===== src/rtl/parking_controller.sv =====
// Parking-lot controller: tracks NUM_SLOTS spots, assigns the lowest free
// spot on entry, frees a named spot on exit, times the gate-open window and
// reports free capacity / full status. Every output comes straight from a flop.
module parking_controller #(
    parameter int NUM_SLOTS   = 8,
    parameter int GATE_CYCLES = 2,
    localparam int SW = $clog2(NUM_SLOTS),
    localparam int CW = $clog2(NUM_SLOTS + 1)
) (
    input  logic                 clk,
    input  logic                 reset,
    input  logic                 entry_req,
    input  logic                 exit_req,
    input  logic [SW-1:0]        exit_slot,
    output logic                 entry_ack,
    output logic                 entry_rej,
    output logic                 exit_ack,
    output logic                 exit_err,
    output logic                 is_open,
    output logic                 is_full,
    output logic [NUM_SLOTS-1:0] spots,
    output logic [CW-1:0]        capacity,
    output logic [SW-1:0]        location
);

    // Gate counter holds GATE_CYCLES-1 down to 0; keep at least one bit.
    localparam int GW = (GATE_CYCLES > 1) ? $clog2(GATE_CYCLES) : 1;

    typedef enum logic [1:0] {
        ST_IDLE = 2'd0,
        ST_GATE = 2'd1,
        ST_HOLD = 2'd2
    } state_t;

    state_t               state_q,     state_d;
    logic [NUM_SLOTS-1:0] spots_q,     spots_d;
    logic [CW-1:0]        capacity_q,  capacity_d;
    logic [SW-1:0]        location_q,  location_d;
    logic [GW-1:0]        gate_cnt_q,  gate_cnt_d;
    logic                 is_open_q,   is_open_d;
    logic                 is_full_q,   is_full_d;
    logic                 entry_ack_q, entry_ack_d;
    logic                 entry_rej_q, entry_rej_d;
    logic                 exit_ack_q,  exit_ack_d;
    logic                 exit_err_q,  exit_err_d;

    logic [SW-1:0]        free_idx;
    logic                 exit_in_range;
    logic                 exit_hit;

    // Lowest-index free spot: scan downward so the last hit is the lowest.
    always_comb begin
        free_idx = '0;
        for (int i = NUM_SLOTS - 1; i >= 0; i--) begin
            if (!spots_q[i]) begin
                free_idx = SW'(i);
            end
        end
    end

    // An exit is valid only for an in-range, currently occupied spot.
    always_comb begin
        exit_in_range = (int'(exit_slot) < NUM_SLOTS);
        exit_hit      = exit_in_range && spots_q[exit_slot];
    end

    // Next-state logic: exit wins over entry; GATE and HOLD ignore requests.
    always_comb begin
        state_d     = state_q;
        spots_d     = spots_q;
        capacity_d  = capacity_q;
        location_d  = location_q;
        gate_cnt_d  = gate_cnt_q;
        is_open_d   = is_open_q;
        entry_ack_d = 1'b0;
        entry_rej_d = 1'b0;
        exit_ack_d  = 1'b0;
        exit_err_d  = 1'b0;

        case (state_q)
            ST_IDLE: begin
                if (exit_req) begin
                    if (exit_hit) begin
                        spots_d[exit_slot] = 1'b0;
                        capacity_d         = capacity_q + CW'(1);
                        exit_ack_d         = 1'b1;
                        is_open_d          = 1'b1;
                        gate_cnt_d         = GW'(GATE_CYCLES - 1);
                        state_d            = ST_GATE;
                    end else begin
                        exit_err_d = 1'b1;
                    end
                end else if (entry_req) begin
                    if (capacity_q != '0) begin
                        spots_d[free_idx] = 1'b1;
                        location_d        = free_idx;
                        capacity_d        = capacity_q - CW'(1);
                        entry_ack_d       = 1'b1;
                        is_open_d         = 1'b1;
                        gate_cnt_d        = GW'(GATE_CYCLES - 1);
                        state_d           = ST_GATE;
                    end else begin
                        entry_rej_d = 1'b1;
                    end
                end
            end
            ST_GATE: begin
                // The accept edge already counted as the first open cycle.
                if (gate_cnt_q == '0) begin
                    is_open_d = 1'b0;
                    state_d   = ST_HOLD;
                end else begin
                    gate_cnt_d = gate_cnt_q - GW'(1);
                end
            end
            ST_HOLD: begin
                // One closed cycle so the requester can drop its level.
                state_d = ST_IDLE;
            end
            default: begin
                state_d   = ST_IDLE;
                is_open_d = 1'b0;
            end
        endcase

        is_full_d = (capacity_d == '0);
    end

    // State and registered outputs; async reset clears everything incl. the gate.
    always_ff @(posedge clk or posedge reset) begin
        if (reset) begin
            state_q     <= ST_IDLE;
            spots_q     <= '0;
            capacity_q  <= CW'(NUM_SLOTS);
            location_q  <= '0;
            gate_cnt_q  <= '0;
            is_open_q   <= 1'b0;
            is_full_q   <= 1'b0;
            entry_ack_q <= 1'b0;
            entry_rej_q <= 1'b0;
            exit_ack_q  <= 1'b0;
            exit_err_q  <= 1'b0;
        end else begin
            state_q     <= state_d;
            spots_q     <= spots_d;
            capacity_q  <= capacity_d;
            location_q  <= location_d;
            gate_cnt_q  <= gate_cnt_d;
            is_open_q   <= is_open_d;
            is_full_q   <= is_full_d;
            entry_ack_q <= entry_ack_d;
            entry_rej_q <= entry_rej_d;
            exit_ack_q  <= exit_ack_d;
            exit_err_q  <= exit_err_d;
        end
    end

    assign entry_ack = entry_ack_q;
    assign entry_rej = entry_rej_q;
    assign exit_ack  = exit_ack_q;
    assign exit_err  = exit_err_q;
    assign is_open   = is_open_q;
    assign is_full   = is_full_q;
    assign spots     = spots_q;
    assign capacity  = capacity_q;
    assign location  = location_q;

endmodule

===== config.mk =====
export PLATFORM = sky130hd
export DESIGN_NAME = parking_controller
export DESIGN_NICKNAME = d
export VERILOG_FILES = /design/src/rtl/parking_controller.sv
export SDC_FILE = /design/constraint.sdc
export NUM_CORES = 1
export LEC_CHECK = 0
export CAP_MARGIN = 25
export CELL_PAD_IN_SITES_DETAIL_PLACEMENT = 1
export CELL_PAD_IN_SITES_GLOBAL_PLACEMENT = 1
export CORE_MARGIN = 2
export CORE_UTILIZATION = 41
export DETAILED_ROUTE_END_ITERATION = 16
export GPL_TIMING_DRIVEN = 1
export PLACE_DENSITY = 0.94
export RECOVER_POWER = 100
export SYNTH_ARGS = -nofsm -noshare
export SYNTH_HDL_FRONTEND = slang
export SYNTH_SLANG_ARGS = --single-unit

===== constraint.sdc =====
create_clock -name clk -period 4.7 [get_ports clk]
set_clock_uncertainty 0.05 [all_clocks]
set_input_delay 1.41 -clock clk [delete_from_list [all_inputs] [get_ports clk]]
set_output_delay 1.41 -clock clk [all_outputs]
set_load 0.02 [all_outputs]

==> results.toml <==
[status]
outcome = "finished clean"

[clock_network]
post_cts_buffers = 0
clock_sinks = 24
post_cts_resized = 0
clk_pin_slew_ns = 0.14
clock_latency_ns = 0.32
cts_root_buf = "clkbuf_4"
clockBufferDepth = 2
h-tree-depth = 1
cts_hold_buf = 0
cts_tree = "yes"
cts_buffers = 3

[power_and_ir_drop]
p_sw_frac = 0.442
internal_power_mw = 0.617
p_seq_frac = 0.368
clockPowerShare = 0.137
ir_drop_mv = 0.294
p_comb_frac = 0.495
p_sw_mw = 0.489
p_leak_nw = 0.738
powerDensity_mw_per_mm2 = 677

[flow_run]
cap_violations = 0

[floorplanning]
ios = 28
fp.coreArea_sq_mm = 0.00303
die_h_um = 60.2
rows = 20
dieWidth_um = 60.2
die-area_sq_mm = 0.00362
start_util = 0.427

[yosys]
yosysSeqAreaShare = 0.465
synth_warnings = 0
ys.flop_type = "dfrtp_1"
syn_nets = 141
netlist_area_sq_mm = 0.00129
synth-edff-count = 0
syn_avg_cell_area_sq_um = 9.80
synthCells = 132
ys_ff_latch = 24
yosysUniqueCellTypes = 44
async_reset_ff_frac = 1.00

[critical_path]
crit_type = "in -> reg"
cp.required_ns = 4.89
arrival_ns = 4.13
cp_cell_sequence = "dlygate4sd3_1, mux2_2, mux4_2, a21boi_0, xnor2_1, nor4_2"
cp_slowest_stage_delay_ns = 0.85
crit_slowest_cell = "dlygate4sd3_1"
rrSetupSlack_ns = 1.98
cp-end-kind = "flip-flop"
crit_path_start = "exit_slot[0]"
reg2reg_to = "is_full"
rr_startpoint = "capacity[0]"
path_max_fanout = 12
start_kind = "primary input"
rr_worst_depth = 7

[global_routing]
use_met1 = 0.251
grt_pass1_vias = 1197
grt_usage = 0.213
met3_usage = 0.0303
grt-ovfl-total = 0
grt_max_degree = 25
grt-busiest-layer = "met2"
use_met2 = 0.380
grt_pass1_wl_um = 5690
antenna_found_initial = 0

[layout]
final_cells = 202
postLayoutCellArea_sq_mm = 0.00163
syn_to_final_growth_pct = 26.2
finish.utilization = 0.539
final_common_cell = "dlygate4sd3_1"
nets = 168
antennaDiodeCount = 0
drive_above_1_share = 0.0759
final_cell_mix = "dlygate4sd3_1, dfrtp_1, nand2_1, inv_1, nor2_1"
fillers = 343

[routing]
viasPerCell = 5.60
dr.pass1.iters = 4
drt_iter0_drc = 23
drc = 0
ant_nets = 0
wirelength_um = 3280
vias = 1132
routedWlPerCell_um = 16.2

[placed_design]
dpl_cell_area_sq_mm = 0.00159
dp_cells = 198
gp_congestion = 0.910
io_buffers = 27
hpwl_um = 2500

[timing]
rsz0062_at_grt = "no"
fmax_ghz = 0.254
report.final.slew_viol_count = 0
tightest_slew_ns = 0.888
post-route-period-util = 0.838
setup_viol = 0
finalSetupTns_ns = 0
slew_headroom = 0.407
hold_viol_final = 0
fin_hold_ws_ns = 0.429
fin_crit_ns = 3.94

[hold_path]
hold_path_class = "reg -> reg"
min_to = "state_q[1]"
hold_start = "gate_cnt_q"
whs_path_depth = 1
==> sequential cells by signal (all words and copies together) (netlist names), 2 cells and up <==
register	cells
spots	8
capacity	4
location	3
state_q	2
==> stage by stage <==
step / worst slack [ns] / total power [mW]
final: 0.763 / 1.11
after global routing: 0.632 / 1.19
after CTS: 1.12 / 1.15
after detailed placement: 0.779 / 0.998
after global placement: 0.841 / 0.973
after floorplan: 1.67 / 0.749
==> Yosys cell counts (4+ instances only) <==
library cell | count | area share
o21ai_0 | 8 | 0.031
dfrtp_1 | 23 | 0.44
nand3_1 | 4 | 0.015
nor2_1 | 10 | 0.029
inv_1 | 11 | 0.032
nand2_1 | 14 | 0.041
nor2b_1 | 4 | 0.019
a21oi_1 | 6 | 0.023
==> layout make-up <==
type	count	area, sq um	share of cell area
Multi-Input combinational cell	92	612	0.375
Sequential cell	24	602	0.369
Timing Repair Buffer	27	270	0.166
Tap cell	44	55.1	0.0337
Inverter	11	41.3	0.0253
Clock inverter	1	30.0	0.0184
Clock buffer	3	22.5	0.0138
==> metal layers <==
layer,wire length (um),vias up
met4,70,0
li1,-,525
met2,1740,32
met5,0,-
met1,1360,566
met3,115,9
==> how the worst max path moves through the flow <==
stage / cells after the start / slack (ns) / end
floorplan: 6 / 1.67 / is_full
global placement: 6 / 0.84 / is_full
detailed placement: 6 / 0.78 / is_full
CTS: 6 / 1.12 / is_full
global route: 6 / 0.63 / is_full
finish: 6 / 0.76 / is_full
==> worst max-delay path: cells and delay by family <==
kind | cells | cell delay, ns
mux | 2 | 0.95
compound gates | 1 | 0.46
simple gates | 1 | 0.28
xor+xnor | 1 | 0.17
buf+inv | 1 | 0.85
==> cell families (layout without fill, tap and decap cells) <==
group           Yosys count  in the layout  share of synthesized area
xor+xnor                  1              1                    0.00677
flops                    24             24                      0.465
buf+inv                  16             42                     0.0532
fa+ha+maj                 2              2                     0.0193
compound gates           32             32                      0.173
mux                       8              8                     0.0812
simple gates             49             49                      0.201
==> power groups by stage <==
stage                     clock [mW]  sequential (mW)  combinational [mW]
final                          0.151            0.407               0.547
after global routing           0.163            0.425               0.604
after CTS                      0.157            0.412               0.586
after detailed placement           0            0.416               0.583
after global placement             0            0.406               0.567
after floorplan                    0            0.467               0.282
Power figures use the tool's default switching activity.
